`src/rtl/sys_bus_arb_pkg.sv`:
```
// Shared types and the round-robin selection rule for the simple-bus arbiter.
package sys_bus_arb_pkg;

   localparam int unsigned MAX_N = 8;
   localparam int unsigned LW    = 3;

   typedef enum logic {
      IDLE = 1'b0,
      WAIT = 1'b1
   } arb_state_t;

   typedef enum logic {
      RD = 1'b0,
      WR = 1'b1
   } req_type_t;

   // First requester after `last` in circular order over n slots; returns `last` when none request.
   function automatic logic [LW-1:0] rr_next(input logic [MAX_N-1:0] req,
                                             input logic [LW-1:0]    last,
                                             input int unsigned      n);
      logic [LW-1:0] idx;
      int unsigned   cand;
      idx  = last;
      cand = 0;
      for (int unsigned k = MAX_N; k >= 1; k--) begin
         if (k <= n) begin
            cand = (32'(last) + k) % n;
            if (req[LW'(cand)]) begin
               idx = LW'(cand);
            end
         end
      end
      return idx;
   endfunction

endpackage

```
`src/rtl/rr_arbiter.sv`:
```
// Combinational round-robin picker: lowest distance after `last_i` among set request bits.
module rr_arbiter
   import sys_bus_arb_pkg::*;
#(
   parameter int unsigned N = 2
) (
   input  logic [N-1:0]          req_i,
   input  logic [$clog2(N)-1:0]  last_i,
   output logic [$clog2(N)-1:0]  gnt_idx_c_o,
   output logic [N-1:0]          gnt_oh_c_o,
   output logic                  any_c_o
);

   localparam int unsigned IW = $clog2(N);

   logic [LW-1:0] pick;

   always_comb begin
      pick        = rr_next(MAX_N'(req_i), LW'(last_i), N);
      gnt_idx_c_o = IW'(pick);
      gnt_oh_c_o  = '0;
      if (|req_i) begin
         gnt_oh_c_o[gnt_idx_c_o] = 1'b1;
      end
   end

   assign any_c_o = |req_i;

endmodule

```
`src/rtl/sys_bus_arbiter.sv`:
```
// N-master to one-slave simple-bus arbiter: latches strobes as pending requests,
// issues them one at a time in round-robin order and routes ack/data back.
module sys_bus_arbiter
   import sys_bus_arb_pkg::*;
#(
   parameter int unsigned N   = 2,
   parameter int unsigned AW  = 32,
   parameter int unsigned DW  = 32,
   parameter int unsigned TMO = 32
) (
   input  logic              clk,
   input  logic              rstn,
   input  logic [N-1:0]      s_wen,
   input  logic [N-1:0]      s_ren,
   input  logic [N*AW-1:0]   s_addr,
   input  logic [N*DW-1:0]   s_wdata,
   output logic [N-1:0]      s_ack,
   output logic [N-1:0]      s_err,
   output logic [DW-1:0]     s_rdata,
   output logic [N-1:0]      s_ovf,
   output logic              m_wen,
   output logic              m_ren,
   output logic [AW-1:0]     m_addr,
   output logic [DW-1:0]     m_wdata,
   input  logic [DW-1:0]     m_rdata,
   input  logic              m_ack
);

   localparam int unsigned IW = $clog2(N);
   localparam int unsigned TW = $clog2(TMO);

   arb_state_t    state_q, state_d;
   logic [N-1:0]  pend_q, pend_d;
   logic [N-1:0]  ovf_q, ovf_d;
   logic [AW-1:0] addr_q  [N];
   logic [AW-1:0] addr_d  [N];
   logic [DW-1:0] wdata_q [N];
   logic [DW-1:0] wdata_d [N];
   req_type_t     type_q  [N];
   req_type_t     type_d  [N];
   logic [IW-1:0] last_q, last_d;
   logic [IW-1:0] gidx_q, gidx_d;
   logic [TW-1:0] timer_q, timer_d;

   logic [N-1:0]  s_ack_q, s_ack_d;
   logic [N-1:0]  s_err_q, s_err_d;
   logic [DW-1:0] s_rdata_q, s_rdata_d;
   logic          m_wen_q, m_wen_d;
   logic          m_ren_q, m_ren_d;
   logic [AW-1:0] m_addr_q, m_addr_d;
   logic [DW-1:0] m_wdata_q, m_wdata_d;

   logic [IW-1:0] gnt_idx_c;
   logic [N-1:0]  gnt_oh_c;
   logic          any_c;
   logic          grant_c;

   rr_arbiter #(
      .N (N)
   ) u_rr (
      .req_i       (pend_q),
      .last_i      (last_q),
      .gnt_idx_c_o (gnt_idx_c),
      .gnt_oh_c_o  (gnt_oh_c),
      .any_c_o     (any_c)
   );

   assign grant_c = (state_q == IDLE) && any_c;

   // Pending capture: a same-edge grant frees the slot, so a new strobe then wins without overflow.
   always_comb begin
      pend_d  = pend_q;
      ovf_d   = ovf_q;
      addr_d  = addr_q;
      wdata_d = wdata_q;
      type_d  = type_q;
      for (int i = 0; i < N; i++) begin
         if (s_wen[i] || s_ren[i]) begin
            if (pend_q[i] && !(grant_c && gnt_oh_c[i])) begin
               ovf_d[i] = 1'b1;
            end else begin
               pend_d[i]  = 1'b1;
               addr_d[i]  = s_addr[i*AW +: AW];
               wdata_d[i] = s_wdata[i*DW +: DW];
               type_d[i]  = s_wen[i] ? WR : RD;
            end
         end else if (grant_c && gnt_oh_c[i]) begin
            pend_d[i] = 1'b0;
         end
      end
   end

   // Transfer FSM: issue in IDLE, wait for ack or timeout in WAIT.
   always_comb begin
      state_d   = state_q;
      last_d    = last_q;
      gidx_d    = gidx_q;
      timer_d   = timer_q;
      s_ack_d   = '0;
      s_err_d   = '0;
      s_rdata_d = s_rdata_q;
      m_wen_d   = 1'b0;
      m_ren_d   = 1'b0;
      m_addr_d  = m_addr_q;
      m_wdata_d = m_wdata_q;
      case (state_q)
         IDLE: begin
            if (grant_c) begin
               gidx_d    = gnt_idx_c;
               last_d    = gnt_idx_c;
               m_addr_d  = addr_q[gnt_idx_c];
               m_wdata_d = wdata_q[gnt_idx_c];
               if (type_q[gnt_idx_c] == WR) begin
                  m_wen_d = 1'b1;
               end else begin
                  m_ren_d = 1'b1;
               end
               timer_d = '0;
               state_d = WAIT;
            end
         end
         WAIT: begin
            if (m_ack) begin
               s_ack_d[gidx_q] = 1'b1;
               s_rdata_d       = m_rdata;
               state_d         = IDLE;
            end else if (timer_q == TW'(TMO - 1)) begin
               s_ack_d[gidx_q] = 1'b1;
               s_err_d[gidx_q] = 1'b1;
               s_rdata_d       = '0;
               state_d         = IDLE;
            end else begin
               timer_d = timer_q + TW'(1);
            end
         end
         default: state_d = IDLE;
      endcase
   end

   always_ff @(posedge clk or negedge rstn) begin
      if (!rstn) begin
         state_q   <= IDLE;
         pend_q    <= '0;
         ovf_q     <= '0;
         last_q    <= IW'(N - 1);
         gidx_q    <= '0;
         timer_q   <= '0;
         s_ack_q   <= '0;
         s_err_q   <= '0;
         s_rdata_q <= '0;
         m_wen_q   <= 1'b0;
         m_ren_q   <= 1'b0;
         m_addr_q  <= '0;
         m_wdata_q <= '0;
         for (int i = 0; i < N; i++) begin
            addr_q[i]  <= '0;
            wdata_q[i] <= '0;
            type_q[i]  <= RD;
         end
      end else begin
         state_q   <= state_d;
         pend_q    <= pend_d;
         ovf_q     <= ovf_d;
         last_q    <= last_d;
         gidx_q    <= gidx_d;
         timer_q   <= timer_d;
         s_ack_q   <= s_ack_d;
         s_err_q   <= s_err_d;
         s_rdata_q <= s_rdata_d;
         m_wen_q   <= m_wen_d;
         m_ren_q   <= m_ren_d;
         m_addr_q  <= m_addr_d;
         m_wdata_q <= m_wdata_d;
         addr_q    <= addr_d;
         wdata_q   <= wdata_d;
         type_q    <= type_d;
      end
   end

   assign s_ack   = s_ack_q;
   assign s_err   = s_err_q;
   assign s_rdata = s_rdata_q;
   assign s_ovf   = ovf_q;
   assign m_wen   = m_wen_q;
   assign m_ren   = m_ren_q;
   assign m_addr  = m_addr_q;
   assign m_wdata = m_wdata_q;

endmodule
```
`config.mk`:
```
export PLATFORM = sky130hd
export DESIGN_NAME = sys_bus_arbiter
export DESIGN_NICKNAME = d
export VERILOG_FILES = /design/src/rtl/sys_bus_arb_pkg.sv /design/src/rtl/rr_arbiter.sv /design/src/rtl/sys_bus_arbiter.sv
export SDC_FILE = /design/constraint.sdc
export NUM_CORES = 1
export LEC_CHECK = 0
export CAP_MARGIN = 20
export CORE_MARGIN = 10
export CORE_UTILIZATION = 60
export DETAILED_ROUTE_END_ITERATION = 12
export DONT_BUFFER_PORTS = 1
export GPL_TIMING_DRIVEN = 0
export HOLD_SLACK_MARGIN = 0.08
export PLACE_DENSITY = 0.76
export SLEW_MARGIN = 10
export SYNTH_ARGS = -nofsm -noshare
export SYNTH_HDL_FRONTEND = slang
export SYNTH_SLANG_ARGS = --single-unit
export TNS_END_PERCENT = 100
```
`constraint.sdc`:
```
create_clock -name clk -period 2.2 [get_ports clk]
set_input_delay 0.11 -clock clk [delete_from_list [all_inputs] [get_ports clk]]
set_output_delay 0.11 -clock clk [all_outputs]
set_load 0.05 [all_outputs]
```
==> results.md <==
- Post-synthesis simple-gate area fraction: 6.033%
- Synth Area in Adders: 0.2635%
- Max cap viols: 0
- Synth-to-layout area growth: 29.07%
- Crit path kind: flop to flop
- Worst hold path type: input pin to async pin
- DP Worst Slack: 32.08 ps
- Syn nets: 804
- Via count: approximately 6400
- # port buffers: 0
- Clock tree sinks: 244
- Ratio of cells with drive above 1 in the final layout: ~22%
- Crit-path max FO: 10
- Max IR drop VDD: 0.8858 mV
- Power Density: 1749 nW/um^2
- Flops & latches, synth: 244
- Main synth FF type: dfrtp_1
- RePlAce Congestion: 0.7926
- WHS: -709.1 ps
- Routed Wire Length: 27420 um
- Worst Setup Start Kind: flop
- HPWL after DPL: 16250 um
- Violations in the final reports: hold timing
- Largest net degree at the start of global routing: 245
- DRT iter0 DRCs: ~370
- Clk slew on worst S/H paths: 70 ps
- RR Endpoint: s_rdata[15]
- Site Rows: 45
- Worst clock skew: 8.540 ps
- Initial Util: about three fifths
- I/O pin total: 271
- Layout Nets: 997
- Die area: ~21000 sq um
- Leakage: 5.345 nW
- Die X: approximately 150 um
- Synthesized area: roughly 9500 sq um
- CTS tree: built
- GRT Resource Usage Total: ~25%
- CORE AREA: 15370 sq um
- Mux cell area share after synthesis: 15.18%
- Root buffer cell: clkbuf_16
- Synth Area in Compound Gates: 11.71%
- Remaining Overflow, GRT: 0
- Post-synth top area share: 64.02%
- Post-synth EDFFs: 0
- Vias per cell: 5.988
- Slew Limit Fails: 0
- Crit share post-route: between 90% and 100%
- Met3 Use GR: 8.817%
- Setup_tns: 0 ps
- Slew @ Worst Pin: about 610 ps
- Max Buffers Root-to-Sink: 3
- PnR worst setup slack: between 100 and 150 ps
- Largest family of logic cells by synthesized area: multiplexers
- Largest cells by area after synthesis: dfrtp_1 (64%), mux2_2 (14%), a221o_1 (6.7%), and2_1 (3.2%), a22o_1 (3.1%)
- Most used cell, CP: ha_1
- Status: complete, but fails checks
- Max stage delay on crit path: between 400 and 500 ps
- Synth warn: 0
- Final Hold Viols: 244
- Fmax: 481.2 MHz
- CP arrival: about 2500 ps
- TritonCTS Buffers: 24
- Final instance area: 12260 sq um
- Synth Area in XOR/XNOR: 0%
- Reg-to-reg slack, setup: 120 ps
- Initial antenna violation count: 6
- Total power: about 21 mW
- Worst-path cell chain: ha_1 -> and3_1 -> ha_1 -> o21ai_2 -> buf_1 -> a22o_1
- ANT nets after route: 0
- Pre-antenna DRT Iters: 4
- Sequential share of the synthesized area: 64.30%
- WL/cell: 25.79 um
- GR Util met1: 28.73%
- R2R cell count: 6
- Syn Area/Cell: roughly 15 sq um
- Number of global-route vias before repair: 7073
- Final setup viols: 0
- Relative slew margins: between 50 and 60%
- Async S/R FF share, synth: 100.0%
- Placed cell area: slightly below 10000 sq um
- Global routing's busiest layer: met2
- Met2 usage: 42.27%
- Post-synth top area cell: dfrtp_1
- Worst-Skew Late Latency: 510 ps
- Hold-fix buffers, CTS: 167
- Crit. End Element: flop
- Final period demand of the worst path: between 2000 and 2500 ps
- Netlist cell types: 42
- H-tree depth: 1
- # DRC: 0
- Post-Syn Instances: approximately 640
- RSZ-0062 raised after global routing: false
- Req. time, crit path: 2640 ps
- Die H: ~150 um
- Reg2reg start: timer_q[0]
- CP max stage cell: dfrtp_1
- Wire length of the first global-routing pass: 42350 um
==> per-stage QoR <==
stage | hold WS [ps] | instances | utilization, %
finish | -709.1 | 1063 | 79.76
floorplan | -185.6 | 635 | -
global route | -734.9 | 1063 | 79.76
CTS | -717.6 | 1057 | 79.63
global placement | -178.5 | 846 | 63.51
detailed placement | -178.3 | 846 | 63.51
==> cell usage in the layout, fill, tap and decap left out, types with 2 or more instances in the layout <==
cell type / n
a21oi_1: 4
mux2_2: 117
clkbuf_2: 2
bufinv_16: 3
a221o_1: 64
dfrtp_1: 243
o21ai_0: 4
and2_0: 17
buf_2: 14
dlygate4sd3_1: 167
clkbuf_1: 21
nor2_1: 8
ha_1: 2
clkbuf_16: 25
or3_1: 2
a22o_1: 34
buf_1: 2
o21bai_1: 3
nand2_1: 6
clkinv_2: 5
buf_4: 12
mux2_1: 11
clkbuf_8: 2
nand3_1: 3
diode_2: 6
and2_1: 48
inv_1: 5
==> cell families (layout without fill, tap and decap cells) <==
group | Yosys count | count (layout)
flip-flops | 244 | 244
multiplexers | 128 | 128
AO/OA/AOI/OAI | 119 | 119
AND/OR/NAND/NOR | 95 | 95
buffers and inverters | 47 | 258
adder cells (fa/ha/maj) | 2 | 2
other | 0 | 6
==> timing repair <==
item | CTS | global route
hold endpoints to repair | 418 | 244
gates resized for setup | 1 | 6
endpoints found under the setup margin | 1 | 46
buffers inserted | 0 | 0
pin swaps | 0 | 0
==> Yosys cell counts (5+ instances only) <==
cell / count
dfrtp_1: 243
clkbuf_1: 15
mux2_2: 117
and2_0: 17
nor2_1: 8
buf_2: 14
buf_4: 12
a22o_1: 34
inv_1: 5
and2_1: 48
mux2_1: 11
a221o_1: 64
nand2_1: 6
==> state kept, by name, indices dropped and copies added, names as in the netlist, 5 cells and up <==
name     flops
s_rdata     32
m_wdata     32
wdata_q     64
m_addr      32
addr_q      64
timer_q      5
==> critical path, delay by kind of cell, from the launching register on <==
kind / cells / cell delay [ps]
AOI/OAI and AO/OA: 2 / 560
adders and majority gates: 2 / 460
buffers and inverters: 1 / 400
DFF: 1 / 410
and+or+nand+nor: 1 / 180
==> power breakdown <==
| group | leakage (nW) | internal, mW | total (mW) | switching, mW |
|---|---|---|---|---|
| combinational | 2.03 | 3.23 | 5.81 | 2.58 |
| clock | 0.395 | 2.51 | 4.21 | 1.70 |
| sequential | 2.92 | 6.65 | 11.4 | 4.76 |
| total | 5.34 | 12.4 | 21.4 | 9.05 |
==> worst max path at each step <==
stage               startpoint           to
global placement    timer_q[0]  s_rdata[20]
CTS                  pend_q[1]    m_addr[7]
detailed placement  timer_q[0]  s_rdata[23]
floorplan           timer_q[0]   timer_q[3]
finish              timer_q[0]  s_rdata[15]
global route        timer_q[0]  s_rdata[11]
==> cell type report <==
cell class | instances | area, sq um
clock buffer | 36 | 686.9
fill | 823 | 3112
antenna | 6 | 15.01
inverter | 5 | 18.77
timing repair buffer | 167 | 1672
clock inverter | 8 | 115.1
sequential | 244 | 6107
buffer | 42 | 222.7
tap | 211 | 264.0
multi-input combinational | 344 | 3158
==> per-layer routing <==
layer / wire [um] / vias up / part of all wire [%]
met5: 0 / - / 0
met4: 551 / 0 / 2.0
met3: 2501 / 36 / 9.1
met2: 14160 / 281 / 52
met1: 10200 / 3324 / 37
li1: - / 2724 / -
Note: power is estimated with default switching activity, not from simulation.
